[config.mk]
export PLATFORM = sky130hd
export DESIGN_NAME = apb_master
export DESIGN_NICKNAME = d
export VERILOG_FILES = /design/src/rtl/apb_pkg.sv /design/src/rtl/apb_addr_decode.sv /design/src/rtl/apb_master.sv
export SDC_FILE = /design/constraint.sdc
export NUM_CORES = 1
export LEC_CHECK = 0
export ABC_CLOCK_PERIOD_IN_PS = 1700
export CAP_MARGIN = 20
export CORE_ASPECT_RATIO = 0.9
export CORE_MARGIN = 2
export CORE_UTILIZATION = 40
export DETAILED_ROUTE_END_ITERATION = 12
export PLACE_DENSITY_LB_ADDON = 0.3
export REMOVE_ABC_BUFFERS = 1
export SLEW_MARGIN = 30
export SYNTH_ARGS = -nofsm -noshare
export SYNTH_HDL_FRONTEND = slang
export SYNTH_SLANG_ARGS = --single-unit
[constraint.sdc]
create_clock -name PCLK -period 1.7 [get_ports PCLK]
set_input_delay 0.34 -clock PCLK [delete_from_list [all_inputs] [get_ports PCLK]]
set_output_delay 0.34 -clock PCLK [all_outputs]
set_load 0.01 [all_outputs]
[src/rtl/apb_pkg.sv]
// Shared APB constants: default bus widths, slave map and requester state encoding.
// Reused by the APB master and the GPIO/UART slaves.
package apb_pkg;

    localparam int APB_ADDR_W    = 32;
    localparam int APB_DATA_W    = 32;
    localparam int APB_NUM_SLV   = 8;
    localparam int APB_SLV_SHIFT = 12;

    typedef enum logic [1:0] {
        IDLE   = 2'd0,
        SETUP  = 2'd1,
        ACCESS = 2'd2
    } apb_state_t;

endpackage

[src/rtl/apb_addr_decode.sv]
// Combinational APB address decoder: byte address -> one-hot slave select.
// Addresses with bits set above the slave-index field, or an out-of-range index, flag err.
module apb_addr_decode
    import apb_pkg::*;
#(
    parameter int ADDR_W    = APB_ADDR_W,
    parameter int NUM_SLV   = APB_NUM_SLV,
    parameter int SLV_SHIFT = APB_SLV_SHIFT
) (
    input  logic [ADDR_W-1:0]  addr,
    output logic [NUM_SLV-1:0] sel,
    output logic               err
);

    localparam int IDX_W = (NUM_SLV > 1) ? $clog2(NUM_SLV) : 1;

    logic [IDX_W-1:0] idx;
    logic             hi_zero;

    always_comb begin
        idx     = addr[SLV_SHIFT +: IDX_W];
        hi_zero = (addr >> (SLV_SHIFT + IDX_W)) == '0;
        sel     = '0;
        err     = 1'b1;
        if (hi_zero && (int'(idx) < NUM_SLV)) begin
            sel[idx] = 1'b1;
            err      = 1'b0;
        end
    end

endmodule

[src/rtl/apb_master.sv]
// Single-initiator APB4 requester: valid/ready command port to SETUP/ACCESS bus phases.
// Optional wait-state timeout enabled by defining APB_MASTER_TIMEOUT_EN.
module apb_master
    import apb_pkg::*;
#(
    parameter int ADDR_W      = APB_ADDR_W,
    parameter int DATA_W      = APB_DATA_W,
    parameter int NUM_SLV     = APB_NUM_SLV,
    parameter int SLV_SHIFT   = APB_SLV_SHIFT,
    parameter int TIMEOUT_CYC = 255
) (
    input  logic                PCLK,
    input  logic                PRST_N,
    input  logic                cmd_valid,
    output logic                cmd_ready,
    input  logic                cmd_write,
    input  logic [ADDR_W-1:0]   cmd_addr,
    input  logic [DATA_W-1:0]   cmd_wdata,
    input  logic [DATA_W/8-1:0] cmd_strb,
    output logic                rsp_valid,
    output logic [DATA_W-1:0]   rsp_rdata,
    output logic                rsp_err,
    output logic                busy,
    output logic [NUM_SLV-1:0]  PSEL,
    output logic                PENABLE,
    output logic                PWRITE,
    output logic [ADDR_W-1:0]   PADDR,
    output logic [DATA_W-1:0]   PWDATA,
    output logic [DATA_W/8-1:0] PSTRB,
    input  logic [DATA_W-1:0]   PRDATA,
    input  logic                PREADY,
    input  logic                PSLVERR
);

    apb_state_t         state;
    logic [NUM_SLV-1:0] dec_sel;
    logic               dec_err;

`ifdef APB_MASTER_TIMEOUT_EN
    localparam int TMO_W = ($clog2(TIMEOUT_CYC + 1) > 8) ? $clog2(TIMEOUT_CYC + 1) : 8;
    localparam logic [TMO_W-1:0] TMO_LAST = TMO_W'(TIMEOUT_CYC - 1);
    logic [TMO_W-1:0] tmo_cnt;
`endif

    apb_addr_decode #(
        .ADDR_W    (ADDR_W),
        .NUM_SLV   (NUM_SLV),
        .SLV_SHIFT (SLV_SHIFT)
    ) u_dec (
        .addr (cmd_addr),
        .sel  (dec_sel),
        .err  (dec_err)
    );

    assign cmd_ready = (state == IDLE);
    assign busy      = (state != IDLE);

    always_ff @(posedge PCLK or negedge PRST_N) begin
        if (!PRST_N) begin
            state     <= IDLE;
            PSEL      <= '0;
            PENABLE   <= 1'b0;
            PWRITE    <= 1'b0;
            PADDR     <= '0;
            PWDATA    <= '0;
            PSTRB     <= '0;
            rsp_valid <= 1'b0;
            rsp_err   <= 1'b0;
            rsp_rdata <= '0;
`ifdef APB_MASTER_TIMEOUT_EN
            tmo_cnt   <= '0;
`endif
        end else begin
            rsp_valid <= 1'b0;
            rsp_err   <= 1'b0;
            rsp_rdata <= '0;
            unique case (state)
                IDLE: begin
                    if (cmd_valid) begin
                        PWRITE <= cmd_write;
                        PADDR  <= cmd_addr;
                        PWDATA <= cmd_wdata;
                        PSTRB  <= cmd_write ? cmd_strb : '0;
                        // Unmapped address never reaches the bus
                        if (dec_err) begin
                            rsp_valid <= 1'b1;
                            rsp_err   <= 1'b1;
                        end else begin
                            PSEL  <= dec_sel;
                            state <= SETUP;
                        end
                    end
                end
                SETUP: begin
                    PENABLE <= 1'b1;
                    state   <= ACCESS;
`ifdef APB_MASTER_TIMEOUT_EN
                    tmo_cnt <= '0;
`endif
                end
                ACCESS: begin
                    if (PREADY) begin
                        PSEL      <= '0;
                        PENABLE   <= 1'b0;
                        state     <= IDLE;
                        rsp_valid <= 1'b1;
                        rsp_err   <= PSLVERR;
                        rsp_rdata <= (!PWRITE && !PSLVERR) ? PRDATA : '0;
                    end
`ifdef APB_MASTER_TIMEOUT_EN
                    else if (tmo_cnt == TMO_LAST) begin
                        PSEL      <= '0;
                        PENABLE   <= 1'b0;
                        state     <= IDLE;
                        rsp_valid <= 1'b1;
                        rsp_err   <= 1'b1;
                    end else begin
                        tmo_cnt <= tmo_cnt + 1'b1;
                    end
`endif
                end
                default: begin
                    state <= IDLE;
                end
            endcase
        end
    end

endmodule

Word-level counts from Yosys, hierarchy flattened
Index checks and enable logic that the tools add are counted.

word-level totals
  register bits after elaboration = 114
  input port bits = 106
  word-level logic and storage cells = 52

cells by class
  order comparisons = 2
  equal/unequal tests = 5
  mux-type cells = 22
  reduce and logical (&&, ||, !) cells = 13

operators by type and width
  cell                                                                count
  2-to-1 mux 32 bit                                                   3
  zero test 32 bit                                                    1
  2-to-1 mux 8 bit                                                    3
  one-hot mux 8 bit (2 select lines)                                  1
  2-to-1 mux 1 bit                                                    6
  2-to-1 mux 2 bit                                                    3
  one-hot mux 1 bit (2 select lines)                                  3
  one-hot mux 2 bit (3 select lines)                                  1
  nonzero test 2 bit                                                  3
  < comparator 3 x 4 -> 1 bit (second input constant)                 1
  2-to-1 mux 4 bit                                                    1
  inequality test 2 bit (second input constant)                       2
  AND reduction 2 bit                                                 2
  AND reduction 4 bit                                                 1
  demux 1 bit (select 3 bit)                                          1
  greater-or-equal comparator 3 x 1 -> 1 bit (second input constant)  1
  AND reduction 3 bit                                                 1
  equality test 2 x 1 -> 1 bit (second input constant)                1
  equality test 2 bit (second input constant)                         1
  logical AND 1 bit                                                   2
  zero test 1 bit                                                     2
  zero test 2 bit                                                     1
  inequality test 2 x 1 -> 1 bit (second input constant)              1

Logic depth before layout (Yosys ltp)
Gate-level depths: netlist (run 1).

  depth in word-level cells = 7
  depth in mapped cells = 6
  gate-level depth less buffers = 4

Cells and area by module
A second synthesis (run 1) with hierarchy kept.

unflattened totals
  cell total of the unflattened synthesis = 422
  area total of the unflattened synthesis = 4294.1 um^2

modules (own cells, without submodules)
  module           times used  cells an instance  area each (um^2)
  apb_master       1           400                4155.2
  apb_addr_decode  1           22                 138.9

Worst setup path before layout (run 1)
Ideal clock, no wire load.

  path type = register -> register
  start point = register state[1]
  end point = register PSEL[0]
  setup time = 79 ps
  arrival time = 1316 ps
  required time = 1621 ps
  setup slack = 305 ps
  stages on the path, launching flop included = 6
  buffers on the path = 1
  clock period less this slack = 1395 ps
  cell sequence = dfrtp_1 > nor2_2 > nand2_1 > nor3_1 > buf_4 > mux2i_1

on the way
  longest elaborated chain between the ends = 3
  elaborated cells on any way between the ends = 8
  those cells by class = eq/ne: 4; mux: 1; reduce/logical: 3

ends and longest elaborated chain
  item                                                                           line              source
  start, declared                                                                apb_master.sv:35  apb_state_t state;
  start signal, assigned                                                         apb_master.sv:60  state <= IDLE;
  start signal, assigned                                                         apb_master.sv:90  state <= SETUP;
  start signal, assigned                                                         apb_master.sv:96  state <= ACCESS;
  zero test 2 bit (*)                                                            --
  net cmd_ready                                                                  apb_master.sv:15  output logic cmd_ready,
  inequality test 2 x 1 -> 1 bit (no source line), or another cell as far along  --
  AND reduction 4 bit (no source line)                                           --
  end signal, assigned                                                           apb_master.sv:89  PSEL <= dec_sel;
  end, declared                                                                  apb_master.sv:24  output logic [NUM_SLV-1:0] PSEL,

The timed path passes the listed nets; every way through them passes the cells marked *.
A chain may end at the register's enable or synchronous reset.

Worst setup path in the final report (run 1)
  start point = register PSEL[4]
  end point = output port PSEL[4]

No word-level cell between the ends.

==> results of run 1 <==
[report_power, final]
part,switching [mW],internal [mW]
combinational,0.414,0.565
clock,1.18,2.18
sequential,0.0850,2.87
[cells in the mapped netlist (all sizes together)]
library cell,number
inv,2
nand4,1
or3,1
nand2,221
buf,11
clkbuf,8
o21ai,3
and2,34
nor3,2
nor2,5
nand3,7
nor4,3
and2b,1
nand2b,2
mux2i,8
nor2b,2
dfrtp,114
a21oi,1
[how the worst max path moves through the flow]
stage / start / end / slack, ps / depth (start not counted)
after floorplan: state[1] / PSEL[0] / -1340 / 4
after global placement: cmd_addr[20] / PSEL[0] / -640 / 7
after detailed placement: cmd_addr[20] / PSEL[7] / -630 / 7
after CTS: state[0] / busy / 8 / 3
after global routing: state[0] / busy / 2 / 3
final: PSEL[4] / PSEL[4] / 40 / 1
[routing by layer]
layer  track usage [%]  part of all wire, %
met1             27.22                   41
met3             7.720                  9.2
met5                 0                    0
met2             37.03                   48
met4             6.848                  1.0
[metrics by stage]
stage          utilization (%)  hold WS, ps  cell area [sq um]
2_1_floorplan                -        44.41               4153
3_3_place_gp             65.06        292.5               6695
3_5_place_dp             65.06        298.3               6695
4_1_cts                  70.95        331.7               7302
5_1_grt                  71.32        190.5               7340
6_report                 71.32        198.6               7340
[flip-flops by register name, indices dropped and copies added (netlist names)]
name and flops:
rsp_rdata 32, rsp_err 1, state 2, PSTRB 4, PWDATA 32, PSEL 8, PWRITE 1, rsp_valid 1
PENABLE 1, PADDR 32
[final cells by class]
cell class              instances  area (sq um)  area share, %
flip-flops and latches        114          2854          38.89
repair buffers                239          2422          33.00
multi-input cells             291          1331          18.14
clock buffers                  21         450.4          6.137
well taps                     129         161.4          2.199
clock inverters                11         112.6          1.534
inverters                       2         7.507         0.1023
[timing repair]
action,4_1_cts,5_1_grt
hold buffers,1,0
buffers inserted,1,2
hold endpoints to repair,24,0
pin swaps,0,6
endpoints found under the setup margin,12,13
resized for setup,14,20
gates cloned,1,0
[logic make-up after synthesis]
logic type | Yosys count | share of synthesized area (%)
AOI/OAI and AO/OA | 4 | 0.4715
DFF | 114 | 67.22
muxes | 8 | 1.887
and+or+nand+nor | 279 | 28.10
buffers and inverters | 21 | 2.329
==> impl_results.md, run 1 <==
* Final worst slack at 36.85 ps
* Post-synthesis register bit count at 114
* Final ANT Viol Nets at 0
* Clock latency on the worst-skew pair at 390 ps
* Die span in y at 101.7 um
* Average wire per standard cell at 15.03 um
* Pwr Density at 993.9 nW/um^2
* First-pass GRT wire length at 19,570 um
* Status: complete, no violations
* Worst Setup End Kind: primary output
* Max-cap viol count at 0
* Worst Setup Start Kind: register
* Total GRT Usage at 22.07%
* Total power at 7.295 mW
* Nets at 771
* Worst Skew at 10.14 ps
* Synth area leaders: dfrtp_1, nand2_1, and2_1, mux2i_1, buf_2
* Worst hold path class: input port to register
* R2R Path Start: state[0]
* Dpl cells at 770
* Delay-heaviest family, CP: buffers and inverters
* Rows at 35
* CP Class: register to primary output
* Final period util at 97.83%
* I/O Buffers at 219
* Worst path required time at 1360 ps
* Slew margin rel. at 72.91%
* Hold Path End: PADDR[15]
* Leading area contributor after synthesis: dfrtp_1
* Most frequent cells in the layout: nand2_1, clkdlybuf4s50_1, dfrtp_1
* Most common cell after layout, fill and taps aside: nand2_1
* Share of cells above drive strength 1 at 9.292%
* DIE AREA at 11,450 sq um
* Initial antenna violation count at 0
* Final WL at 12,130 um
* GPL Wtd Cong at 0.8135
* Clock Pin Slew Worst Setup and Hold Paths at 50 ps
* CP max stage delay at 560 ps
* Clock Tree Root: clkbuf_16
* Filler cells at 715
* # clock sinks at 114
* Syn Area/Cell at 9.963 sq um
* Setup violators final at 0
* DRC viols at 0
* Worst-path cell chain: clkdlybuf4s50_1
* Synth cell types at 23
* DRT Pass-1 Iters at 6
* Top cell type's share of synthesized area at 67.22%
* R2R Setup Slk at 160 ps
* Hold path start: cmd_addr[15]
* Cells after Synth at 426
* Leak pwr at 3.622 nW
* Via-to-Cell Ratio at 4.554
* Starting density of the core at 41.24%
* Vias in the first global route at 3,902
* I/O pin count at 220
* Peak Freq at 0.6013 GHz
* Inserted Clock Buffers at 17
* Synthesized cell area at 4244 sq um
* Place WS at -630.5 ps
* Register area share after synthesis at 67.22%
* Vias at 3,675
* Final HPWL DP at 8884 um
* # diodes at 0
* Final Hold Viols at 0
* Worst Path Arrival at 1320 ps
* FF-to-FF End: PSEL[7]
* Hold depth at 3
* Post-route insts no fill at 807
* Slew @ Worst Pin at 406.4 ps
* DRT iter0 DRCs at 147
* Worst reg-to-reg path cell count at 6
* Max VDD drop at 0.0006456 V
* Ys Warns at 0
* Chip width at 112.6 um
* Setup TNS at 0 ps
* CTS tree: done
* GRT overflow at 0
* Critical path's slowest cell: clkdlybuf4s50_1
* WP buf/inv at 1
* RSZ-0062 raised after global routing: false
* Crit Path Max Fanout at 2
* Fin. max-slew vios at 0
* Pin count of the biggest net entering global routing at 47
* Synth-to-layout area growth at 72.94%
* Maximum buffer depth of the clock tree at 2
* H-tree Lvls at 4
* Placeable Area at 10,290 sq um
* Tmin final at 1663 ps
Power figures use the tool's default switching activity.
==> run 2: changes to the inputs <==
ABC_AREA = 1   (was default)
==> run 2 against run 1 <==
Compared with the run above: combinational power grew to 4.5 times the previous value; sequential power grew 40%; clock skew shrank 7.3 ps; setup slack lost 4.4 ps.
==> impl_results.md, run 2 <==
* Leak pwr at 3.679 nW
* Nets at 826
* Worst Path Arrival at 1330 ps
* Final Hold Viols at 0
* Synth area leaders: dfrtp_1, nand2_1, nor2_1, buf_6, nand4_1
* Max VDD drop at 0.0008857 V
* Maximum buffer depth of the clock tree at 2
* Chip width at 114.6 um
* Final period util at 98.09%
* Leading area contributor after synthesis: dfrtp_1
* Peak Freq at 0.5997 GHz
* Largest registers: PADDR: 32 flops, PWDATA: 32 flops, rsp_rdata: 32 flops
* GRT overflow at 0
* Starting density of the core at 40.92%
* CP Class: register to primary output
* Final worst slack at 32.43 ps
* CTS Hold Bufs at 0
* Clock latency on the worst-skew pair at 400 ps
* Most common cell after layout, fill and taps aside: nand2_1
* CTS tree: done
* Vias at 3,969
* Placeable Area at 10,770 sq um
* Multi-input gate area at 1335 sq um
* Worst Skew at 2.801 ps
* Count leader, synth: nand2_1
* Top cell type's share of synthesized area at 64.75%
* I/O pin count at 220
* Synthesized cell area at 4405 sq um
* Fin. max-slew vios at 0
* Total power at 12.00 mW
* Post-synthesis register bit count at 114
* Tmin final at 1668 ps
* Share of cells above drive strength 1 at 7.913%
* DRC viols at 0
* Register area at 2855 sq um
* Vias in the first global route at 3,937
* Synth-to-layout area growth at 68.53%
* Crit Path Max Fanout at 2
* DRT Pass-1 Iters at 7
* Pwr Density at 1616 nW/um^2
* Synth Flop Type: dfrtp_1
* Via-to-Cell Ratio at 4.583
* Post-synth EDFFs at 0
* Asr flop ratio synth at 100.0%
* Initial antenna violation count at 0
* Inserted Clock Buffers at 17
* Most frequent cells in the layout: nand2_1, clkdlybuf4s50_1, dfrtp_1
* Setup violators final at 0
* I/O Buffers at 219
* RSZ-0062 raised after global routing: false
* Pin count of the biggest net entering global routing at 115
* Status: complete, no violations
* Final HPWL DP at 8572 um
* Average wire per standard cell at 14.26 um
* Worst-path cell chain: clkdlybuf4s50_1
* Total GRT Usage at 21.31%
* Worst path required time at 1360 ps
* Max-cap viol count at 0
* # clock sinks at 114
* Die span in y at 103.6 um
* Slew @ Worst Pin at 597.7 ps
* Worst Setup Start Kind: register
* CP max stage delay at 580 ps
* Worst Setup End Kind: primary output
* Rows at 36
* WP buf/inv at 1
* DIE AREA at 11,870 sq um
* Delay-heaviest family, CP: buffers and inverters
* First-pass GRT wire length at 19,610 um
* Synth cell count leaders: nand2_1, dfrtp_1, nor2_1
* Syn Area/Cell at 9.083 sq um
* Place WS at -193.0 ps
* GPL Wtd Cong at 0.7750
* Setup TNS at 0 ps
* Clock Pin Slew Worst Setup and Hold Paths at 50 ps
* Register area share after synthesis at 64.75%
* Critical path's slowest cell: clkdlybuf4s50_1
* Slew margin rel. at 60.16%
* DRT iter0 DRCs at 217
* Ys Warns at 0
* Worst hold path class: input port to async pin
* # diodes at 0
* H-tree Lvls at 4
* Synth cell types at 18
* Final WL at 12,350 um
* Cells after Synth at 485
* Final ANT Viol Nets at 0
* Filler cells at 823
* Clock Tree Root: clkbuf_16
## run 2: cell count changes in the layout (fill, tap and decap cells not counted), sizes merged, moves of 4 or more
| cell | previous run | this run |
|---|---|---|
| nand4 | 1 | 8 |
| o21ai | 3 | 7 |
| nor2 | 5 | 52 |
| and2 | 34 | 0 |
| nand2 | 221 | 258 |
| clkinv | 6 | 2 |
| inv | 2 | 14 |
| clkdlybuf4s50 | 200 | 204 |
| clkbuf | 24 | 29 |
| mux2i | 8 | 0 |
## run 2: logic make-up after synthesis
kind of cell | Yosys count | share of synthesized area [%]
simple gates | 327 | 29.31
flops | 114 | 64.75
buf+inv | 36 | 4.942
compound gates | 8 | 0.9940
## run 2: metal layers
layer | vias up | track usage, % | wire (um)
met5 | - | 0 | 0
met4 | 0 | 9.059 | 182
met3 | 22 | 9.070 | 1338
met2 | 193 | 32.59 | 5726
met1 | 1809 | 26.40 | 5103
li1 | 1945 | - | -
## run 2: repair_timing
action                                  4_1_cts  5_1_grt
endpoints found under the setup margin        5       10
gates resized for setup                       6       11
pin swaps                                     1        1
setup buffers                                 2        1
gates cloned                                  0        0
## run 2: final cells by class
cell class              instances  area share, %
clock buffers                  29          7.415
clock inverters                 3         0.5393
inverters                      14         0.7078
multi-input cells             335          17.98
flip-flops and latches        114          38.46
well taps                     133          2.241
repair buffers                238          32.66
## run 2: worst paths after layout
kind	from	endpoint	slack, ps	depth (start not counted)
min in group PCLK	PRDATA[2]	rsp_rdata[2]	460	3
min	PRST_N	PWDATA[3]	20	2
max reg2reg	state[0]	rsp_rdata[27]	320	7
max	PADDR[30]	PADDR[30]	30	1
min reg2reg	PADDR[22]	PADDR[22]	470	2
max in group asynchronous	PRST_N	state[1]	1220	2
## run 2: where the power goes
part           total (mW)  internal, mW  switching, mW
Clock                3.45          2.32           1.14
Sequential           4.14          3.64          0.495
Combinational        4.41          2.32           2.09
Total                12.0          8.28           3.72
## run 2: through the flow
stage	hold WS (ps)	utilization, %	std cells	cell area (sq um)
floorplan	44.41	-	463	4240
global placement	452.4	63.09	831	6792
detailed placement	457.2	63.09	831	6792
CTS	39.81	68.67	865	7392
global route	83.01	68.97	866	7425
finish	19.13	68.97	866	7425
==> run 3: changes to the inputs <==
CORE_MARGIN = default   (was 2)
==> run 3 against run 2 <==
Compared with the run above: the run now ends with negative hold slack left; worst hold slack got worse by 36 ps; sequential power about the same; die area decreased by 3.6%; critical path type unchanged; critical endpoint is now PWDATA[3]; largest power group unchanged.
==> impl_results.md, run 3 (same netlist as run 2, synthesis figures left out) <==
* Placeable Area at 10,470 sq um
* Util after Layout at 70.88%
* Final WL at 12,210 um
* WL met2 at 6015 um
* DRC viols at 0
* Final HPWL DP at 8682 um
* Final worst slack at 41.66 ps
* # diodes at 0
* Part of the power in registers at 33.9%
* Total GRT Usage at 22.57%
* CTS tree: done
* P_sw at 3.766 mW
* WL met1 at 4706 um
* I/O pin count at 220
* Place WS at -175.4 ps
* Die span in y at 101.6 um
* Worst Setup Start Kind: register
* Peak Freq at 0.6030 GHz
* Most frequent cells in the layout: nand2_1, clkdlybuf4s50_1, dfrtp_1
* Filler cells at 779
* Worst hold path class: input port to async pin
* Pin count of the biggest net entering global routing at 115
* Failing checks: negative hold slack
* Worst-path cell chain: clkdlybuf4s50_1
* Initial antenna violation count at 0
* Final period util at 97.55%
* Max-cap viol count at 0
* WHS at -16.84 ps
* Metal3 WL at 1343 um
* Pwr Density at 1657 nW/um^2
* Switching share of power at 30.63%
* Starting density of the core at 42.09%
* Most common cell after layout, fill and taps aside: nand2_1
* WP buf/inv at 1
* DRT iter0 DRCs at 195
* Final Hold Viols at 5
* Clock share of power at 30.7%
* I/O Buffers at 219
* Worst Setup End Kind: primary output
* Clock Pin Slew Worst Setup and Hold Paths at 50 ps
* H-tree Lvls at 4
* Clock Tree Root: clkbuf_16
* Logic gate share of total power at 35.4%
* Internal at 8.527 mW
* Crit Path Max Fanout at 2
* Leak pwr at 3.654 nW
* Vias at 3,970
* Tmin final at 1658 ps
* DIE AREA at 11,440 sq um
* Multi-input gate area at 1335 sq um
* Share of cells above drive strength 1 at 7.555%
* Max VDD drop at 0.001022 V
* Worst Skew at 9.751 ps
* Via-to-Cell Ratio at 4.632
* Maximum buffer depth of the clock tree at 2
* Average wire per standard cell at 14.24 um
* DRT Pass-1 Iters at 4
* Max layer used: met4
* Worst Path Arrival at 1320 ps
* Setup violators final at 0
* CP max stage delay at 550 ps
* CTS Hold Bufs at 0
* Fin. max-slew vios at 0
* Final ANT Viol Nets at 0
* RSZ-0062 raised after global routing: false
* Slew @ Worst Pin at 603.7 ps
* Status: complete, but fails checks
* # clock sinks at 114
* GPL Wtd Cong at 0.7960
* Delay-heaviest family, CP: buffers and inverters
* Register area at 2855 sq um
* Vias in the first global route at 3,999
* Inserted Clock Buffers at 17
* Largest registers: PADDR: 32 flops, PWDATA: 32 flops, rsp_rdata: 32 flops
* Clock latency on the worst-skew pair at 400 ps
* Synth-to-layout area growth at 68.39%
* GRT overflow at 0
* Nets at 821
* Rows at 35
* First-pass GRT wire length at 19,610 um
* CP Class: register to primary output
* Critical path's slowest cell: clkdlybuf4s50_1
* Chip width at 112.6 um
* Worst path required time at 1360 ps
* Slew margin rel. at 59.75%
==> run 3: power groups by stage <==
stage | clock network, mW | logic (mW) | registers (mW)
after floorplan | 0 | 1.13 | 4.60
after global placement | 0 | 4.32 | 4.15
after detailed placement | 0 | 4.41 | 4.20
after CTS | 3.83 | 4.43 | 4.18
after global routing | 3.98 | 4.73 | 4.30
final | 3.77 | 4.35 | 4.17
==> run 3: routing by layer <==
metal | up-vias | global-route usage, %
met5 | - | 0
met4 | 0 | 8.308
met3 | 14 | 9.635
met2 | 184 | 38.32
met1 | 1835 | 25.62
li1 | 1937 | -
==> run 3: final timing paths <==
path	slack (ps)	from	cells past startpoint	end
worst max-delay path	40	PWDATA[3]	1	PWDATA[3]
worst min-delay path	-20	PRST_N	2	PADDR[5]
worst max register to register	320	state[0]	7	PADDR[16]
worst min register to register	470	PADDR[24]	2	PADDR[24]
max in group asynchronous	1210	PRST_N	2	state[1]
min in group PCLK	460	PRDATA[8]	3	rsp_rdata[8]
==> run 3: layout make-up <==
type                       count  share of cell area [%]
multi-input combinational    335                   18.00
inverter                      14                  0.7084
timing repair buffer         233                   32.01
sequential                   114                   38.49
clock inverter                 9                   2.041
tap                          129                   2.176
clock buffer                  23                   6.578
==> run 3: through the flow <==
stage                     area [sq um]  TNS (ps)  std cells  power, mW
final                             7418         0        857      12.29
after global routing              7418         0        857      13.01
after CTS                         7397         0        857      12.44
after detailed placement          6751     -1475        824      8.615
after global placement            6751    -861.5        824      8.470
after floorplan                   4240    -42540        463      5.727
==> run 3: timing repair <==
item                                   4_1_cts  5_1_grt
setup endpoints to repair                    4        9
setup buffers                                1        0
endpoints found under the hold margin        0        0
pin swaps                                    1        0
resized for setup                            7        9
gates cloned                                 0        0
